**config.mk**
```make
export PLATFORM = sky130hd
export DESIGN_NAME = median_feeder
export DESIGN_NICKNAME = d
export VERILOG_FILES = /design/src/rtl/median_feeder.sv
export SDC_FILE = /design/constraint.sdc
export NUM_CORES = 1
export LEC_CHECK = 0
export ABC_CLOCK_PERIOD_IN_PS = 2300
export BUFFER_PORTS_ARGS = -buffer_cell sky130_fd_sc_hd__buf_2
export CORE_UTILIZATION = 27
export DETAILED_ROUTE_END_ITERATION = 8
export SLEW_MARGIN = 20
export SYNTH_ARGS = -nofsm -noshare
export SYNTH_HDL_FRONTEND = slang
export SYNTH_SLANG_ARGS = --single-unit
```
**constraint.sdc**
```tcl
create_clock -name CLK -period 2.3 [get_ports CLK]
set_input_delay 0.23 -clock CLK [delete_from_list [all_inputs] [get_ports CLK]]
set_output_delay 0.23 -clock CLK [all_outputs]
set_load 0.1 [all_outputs]
```
**src/rtl/median_feeder.sv**
```systemverilog
// median_feeder
//   Initiator side of the median core's serial pixel interface. It collects
//   one 3x3 window (nine pixels) from an upstream valid/ready stream and
//   bursts it into the median core on MDI/MDSI. It then waits for the core's
//   result strobe, presents the result on a valid/ready output, and pulses
//   the core reset before the next window. Only one window is in flight.
//
// Parameters
//   width        pixel / result width
//   TIMEOUT_CYC  WAIT cycles allowed before a window is dropped (>= 2)
//
// Ports
//   CLK            clock, rising edge
//   nRST           synchronous active-low reset
//   PI/PVALID      incoming pixel stream; PREADY high while collecting
//   MDI/MDSI       pixel and strobe to the median core
//   MRST_N         active-low reset to the median core (low in CLR only)
//   MDO/MDSO       median core result and sticky result-valid
//   RO/RVALID      captured median; RREADY from downstream
//   TIMEOUT        sticky flag: the core failed to answer a window

module median_feeder #(
    parameter int width       = 8,
    parameter int TIMEOUT_CYC = 64
) (
    input  logic             CLK,
    input  logic             nRST,
    input  logic [width-1:0] PI,
    input  logic             PVALID,
    output logic             PREADY,
    output logic [width-1:0] MDI,
    output logic             MDSI,
    output logic             MRST_N,
    input  logic [width-1:0] MDO,
    input  logic             MDSO,
    output logic [width-1:0] RO,
    output logic             RVALID,
    input  logic             RREADY,
    output logic             TIMEOUT
);

    localparam int WCNT_W = $clog2(TIMEOUT_CYC);
    localparam logic [WCNT_W-1:0] WCNT_LAST = WCNT_W'(TIMEOUT_CYC - 1);
    localparam logic [WCNT_W-1:0] WCNT_ONE  = WCNT_W'(1);

    typedef enum logic [2:0] {
        ST_CLR,
        ST_LOAD,
        ST_SEND,
        ST_WAIT,
        ST_OUT
    } state_t;

    state_t            state_q, state_d;
    logic [3:0]        cnt_q, cnt_d;
    logic [WCNT_W-1:0] wcnt_q, wcnt_d;
    logic [width-1:0]  ro_q, ro_d;
    logic              timeout_q, timeout_d;

    // Window buffer: written in arrival order, read back by cnt during SEND.
    logic [width-1:0]  buf_q [9];
    logic              accept;

    assign accept = (state_q == ST_LOAD) && PVALID;

    always_ff @(posedge CLK) begin
        if (accept) begin
            buf_q[cnt_q] <= PI;
        end
    end

    // Next-state logic
    always_comb begin
        state_d   = state_q;
        cnt_d     = cnt_q;
        wcnt_d    = wcnt_q;
        ro_d      = ro_q;
        timeout_d = timeout_q;

        case (state_q)
            ST_CLR: begin
                cnt_d   = 4'd0;
                wcnt_d  = '0;
                state_d = ST_LOAD;
            end
            ST_LOAD: begin
                if (accept) begin
                    if (cnt_q == 4'd8) begin
                        cnt_d   = 4'd0;
                        state_d = ST_SEND;
                    end else begin
                        cnt_d = cnt_q + 4'd1;
                    end
                end
            end
            ST_SEND: begin
                if (cnt_q == 4'd8) begin
                    cnt_d   = 4'd0;
                    wcnt_d  = '0;
                    state_d = ST_WAIT;
                end else begin
                    cnt_d = cnt_q + 4'd1;
                end
            end
            ST_WAIT: begin
                wcnt_d = wcnt_q + WCNT_ONE;
                // A result arriving on the last allowed cycle still wins.
                if (MDSO) begin
                    ro_d    = MDO;
                    state_d = ST_OUT;
                end else if (wcnt_q == WCNT_LAST) begin
                    timeout_d = 1'b1;
                    state_d   = ST_CLR;
                end
            end
            ST_OUT: begin
                if (RREADY) begin
                    state_d = ST_CLR;
                end
            end
            default: begin
                state_d = ST_CLR;
            end
        endcase
    end

    always_ff @(posedge CLK) begin
        if (!nRST) begin
            state_q   <= ST_CLR;
            cnt_q     <= 4'd0;
            wcnt_q    <= '0;
            ro_q      <= '0;
            timeout_q <= 1'b0;
        end else begin
            state_q   <= state_d;
            cnt_q     <= cnt_d;
            wcnt_q    <= wcnt_d;
            ro_q      <= ro_d;
            timeout_q <= timeout_d;
        end
    end

    // Moore outputs decoded from the state register
    assign PREADY  = (state_q == ST_LOAD);
    assign MDSI    = (state_q == ST_SEND);
    assign MRST_N  = (state_q != ST_CLR);
    assign RVALID  = (state_q == ST_OUT);
    assign MDI     = (state_q == ST_SEND) ? buf_q[cnt_q] : '0;
    assign RO      = ro_q;
    assign TIMEOUT = timeout_q;

endmodule

```
==> reports/qor.csv <==
stage,metric,value,unit
critical_path,end_kind,primary output,
grt,grt_pass1_wl,13300,um
clocking,cts_htree_levels,3,
clocking,cts_root_buf,clkbuf_16,
clocking,cts_buffer_depth,2,
routing,via_per_inst,4.64,
floorplan,coreArea,14600,sq um
synthesis,synth_ff_type,edfxtp_1,
synthesis,synth.net_count,301,
timing,max_slew.worst_pin.slew,0.584,ns
clocking,post-cts-setup-buffer-count,0,
synthesis,synth-compound-area-share,5.84,%
power,power.switching,1.55,mW
power,seqPwrFrac,42.9,%
timing,setup_violations,1,
floorplan,die_h,125,um
power,power_frac_comb,28.2,%
synthesis,yosys.area_share.simple,10.1,%
synthesis,yosysSeqAreaShare,65.5,%
grt,grt_use_total,11.4,%
placed_design,place_congestion,0.707,
min_path,hp-class,input port to flip-flop,
synthesis,syn_inst,275,
synthesis,synth_area_leaders,"edfxtp_1 (53%), dfxtp_1 (13%), mux4_1 (9.0%)",
timing,fmax,0.433,GHz
timing,final_max_slew_viol_count,0,
layout,multiInputGateArea,1290,sq um
grt,grt_max_degree,18,
timing,rsz0062_at_grt,true,
run,cap_violations,0,
routing,wl,8320,um
placed_design,dpl_worst_slack,0.189,ns
power,power.total,4.81,mW
synthesis,ys_ff_latch,98,
layout,fillCellCount,1436,
clocking,cts_tree,yes,
floorplan,initial_core_util,27.9,%
routing,first_pass_iters,6,
synthesis,ys_warn_count,0,
grt,gr-total-overflow,0,
floorplan,die_x,125,um
power,max-vdd-ir-drop,0.000466,V
synthesis,postSynth.asyncResetShare,0,%
power,p_leak,1.70,nW
synthesis,synth_edf_count,72,
synthesis,synth_area_leader_cell,edfxtp_1,
layout,antennaDiodeCount,0,
power,clockPowerShare,28.9,%
synthesis,synthXorXnorAreaFrac,0,%
power,p_int,3.26,mW
floorplan,die_area,15700,sq um
timing,layout_setup_ws,-0.00821,ns
status,status,"finished, violations left",
synthesis,yosys.cell_types.count,43,
power,power.share.switching,32.3,%
critical_path,worstSetupPathType,flip-flop to primary output,
layout,seq_area,2690,sq um
critical_path,arrival,2.08,ns
grt,antenna_found_initial,0,
floorplan,rows,44,
clocking,clk_pin_slew_worst_paths,0.07,ns
routing,wl_per_cell,16.1,um
power,p_per_area,965,nW/um^2
placed_design,dp_hpwl,5410,um
timing,clock_skew,0.00679,ns
timing,finalCriticalPeriod,2.31,ns
clocking,clock_latency,0.34,ns
clocking,cts_buffers,9,
clocking,cts_sinks,98,
synthesis,synth_common_cells,"edfxtp_1 (72), dfxtp_1 (26), nand2_1 (25)",
synthesis,synth_top_family_by_area,multiplexers,
timing,max_slew_margin,61.0,%
placed_design,io_buffers,41,
critical_path,critPathRequiredTime,2.07,ns
synthesis,synth_top_area_share,52.8,%
synthesis,synthMuxAreaShare,14.2,%
grt,grt_pass1_vias,2466,
critical_path,critPathMaxFanout,8,
layout,nNetsFinal,354,
routing,drc,0,
status,violations,setup timing,
synthesis,synthMostInstantiatedCell,edfxtp_1,
routing,via_count,2392,
synthesis,synthAdderAreaFrac,1.53,%
routing,final_antenna_net_count,0,
timing,final.period_utilization,100,%
routing,drt_iter0_markers,192,
critical_path,cp-start-kind,flip-flop,
layout,area_growth_syn_to_layout,21.8,%
layout,drive_above_1_share,32.8,%
synthesis,synth.avg_cell_area,14.9,sq um
synthesis,synth.cell_area,4090,sq um
floorplan,pin_count,42,
timing,finalHoldViolCount,0,
==> layout make-up <==
cell class | count | share of cell area [%]
Clock buffer | 9 | 4.52
Multi-Input combinational cell | 157 | 25.8
Inverter | 6 | 0.452
Tap cell | 184 | 4.62
Clock inverter | 6 | 0.979
Timing Repair Buffer | 56 | 9.69
Sequential cell | 98 | 53.9
==> stage by stage <==
step / setup TNS (ns) / util [%] / hold slack [ns] / cell area [sq um] / cells
3_3_place_gp: 0 / 31.4 / 0.440 / 4600 / 500
3_5_place_dp: 0 / 31.4 / 0.445 / 4600 / 500
6_report: -0.00821 / 34.0 / 0.122 / 4980 / 516
5_1_grt: -0.554 / 34.0 / 0.115 / 4980 / 516
2_1_floorplan: 0 / - / 0.329 / 4120 / 275
4_1_cts: -0.140 / 34.0 / 0.106 / 4980 / 516
==> routing by layer <==
metal / vias to the layer above / global-route usage [%] / wire [um]
met2: 63 / 19.4 / 4110
met4: 0 / 4.30 / 114
met3: 8 / 3.25 / 459
li1: 1149 / - / -
met5: - / 0 / 0
met1: 1172 / 13.7 / 3630
==> worst paths after layout <==
check / start / to / slack [ns] / depth (start not counted)
max: flip-flop / MDI[4] / -0.008 / 6
min: MDO[4] / RO[4] / 0.12 / 3
max reg2reg: state_q[0] / buf_q[1][4] / 0.30 / 5
min reg2reg: RO[7] / RO[7] / 0.45 / 2
==> flip-flops by register name (all words and copies together), names as in the netlist, named ones only <==
signal   cells
buf_q       72
RO           8
wcnt_q       6
cnt_q        4
state_q      3
TIMEOUT      1
==> power by group through the flow <==
stage / Clock (mW) / Sequential, mW / Combinational (mW)
after floorplan: 0 / 2.07 / 0.997
after global placement: 0 / 2.08 / 1.21
after detailed placement: 0 / 2.08 / 1.22
after CTS: 1.43 / 2.07 / 1.37
after global routing: 1.49 / 2.07 / 1.45
final: 1.39 / 2.07 / 1.36
==> critical path, stage by stage (launching register included) <==
cell     delay (ns)
dfxtp_4        0.39
buf_12         0.15
mux4_2         0.50
mux2_4         0.29
mux2i_2        0.16
nor2_2         0.07
buf_12         0.17
==> placed cells by master (no fill, tap or decap), types with 7 or more instances in the layout <==
| master | n |
|---|---|
| edfxtp_1 | 72 |
| buf_2 | 33 |
| dfxtp_1 | 25 |
| nand2_1 | 25 |
| a21oi_1 | 19 |
| mux4_2 | 16 |
| buf_4 | 12 |
| buf_12 | 10 |
| clkbuf_16 | 9 |
| nor2_1 | 8 |
| nor2_2 | 8 |
| mux2i_1 | 7 |
| o21ai_0 | 7 |
==> cells by family after synthesis <==
group | Yosys count
AOI/OAI and AO/OA | 39
adders and majority gates | 5
buffers and inverters | 20
DFF | 98
muxes | 32
and+or+nand+nor | 81
==> what timing repair did <==
action                                  in CTS  in global routing
endpoints found under the hold margin        0                  0
resized for setup                           51                  1
pin swaps                                    1                  2
gates cloned                                 1                  0
endpoints found under the setup margin       8                  8
hold buffers                                 0                  0
Power figures use the tool's default switching activity.
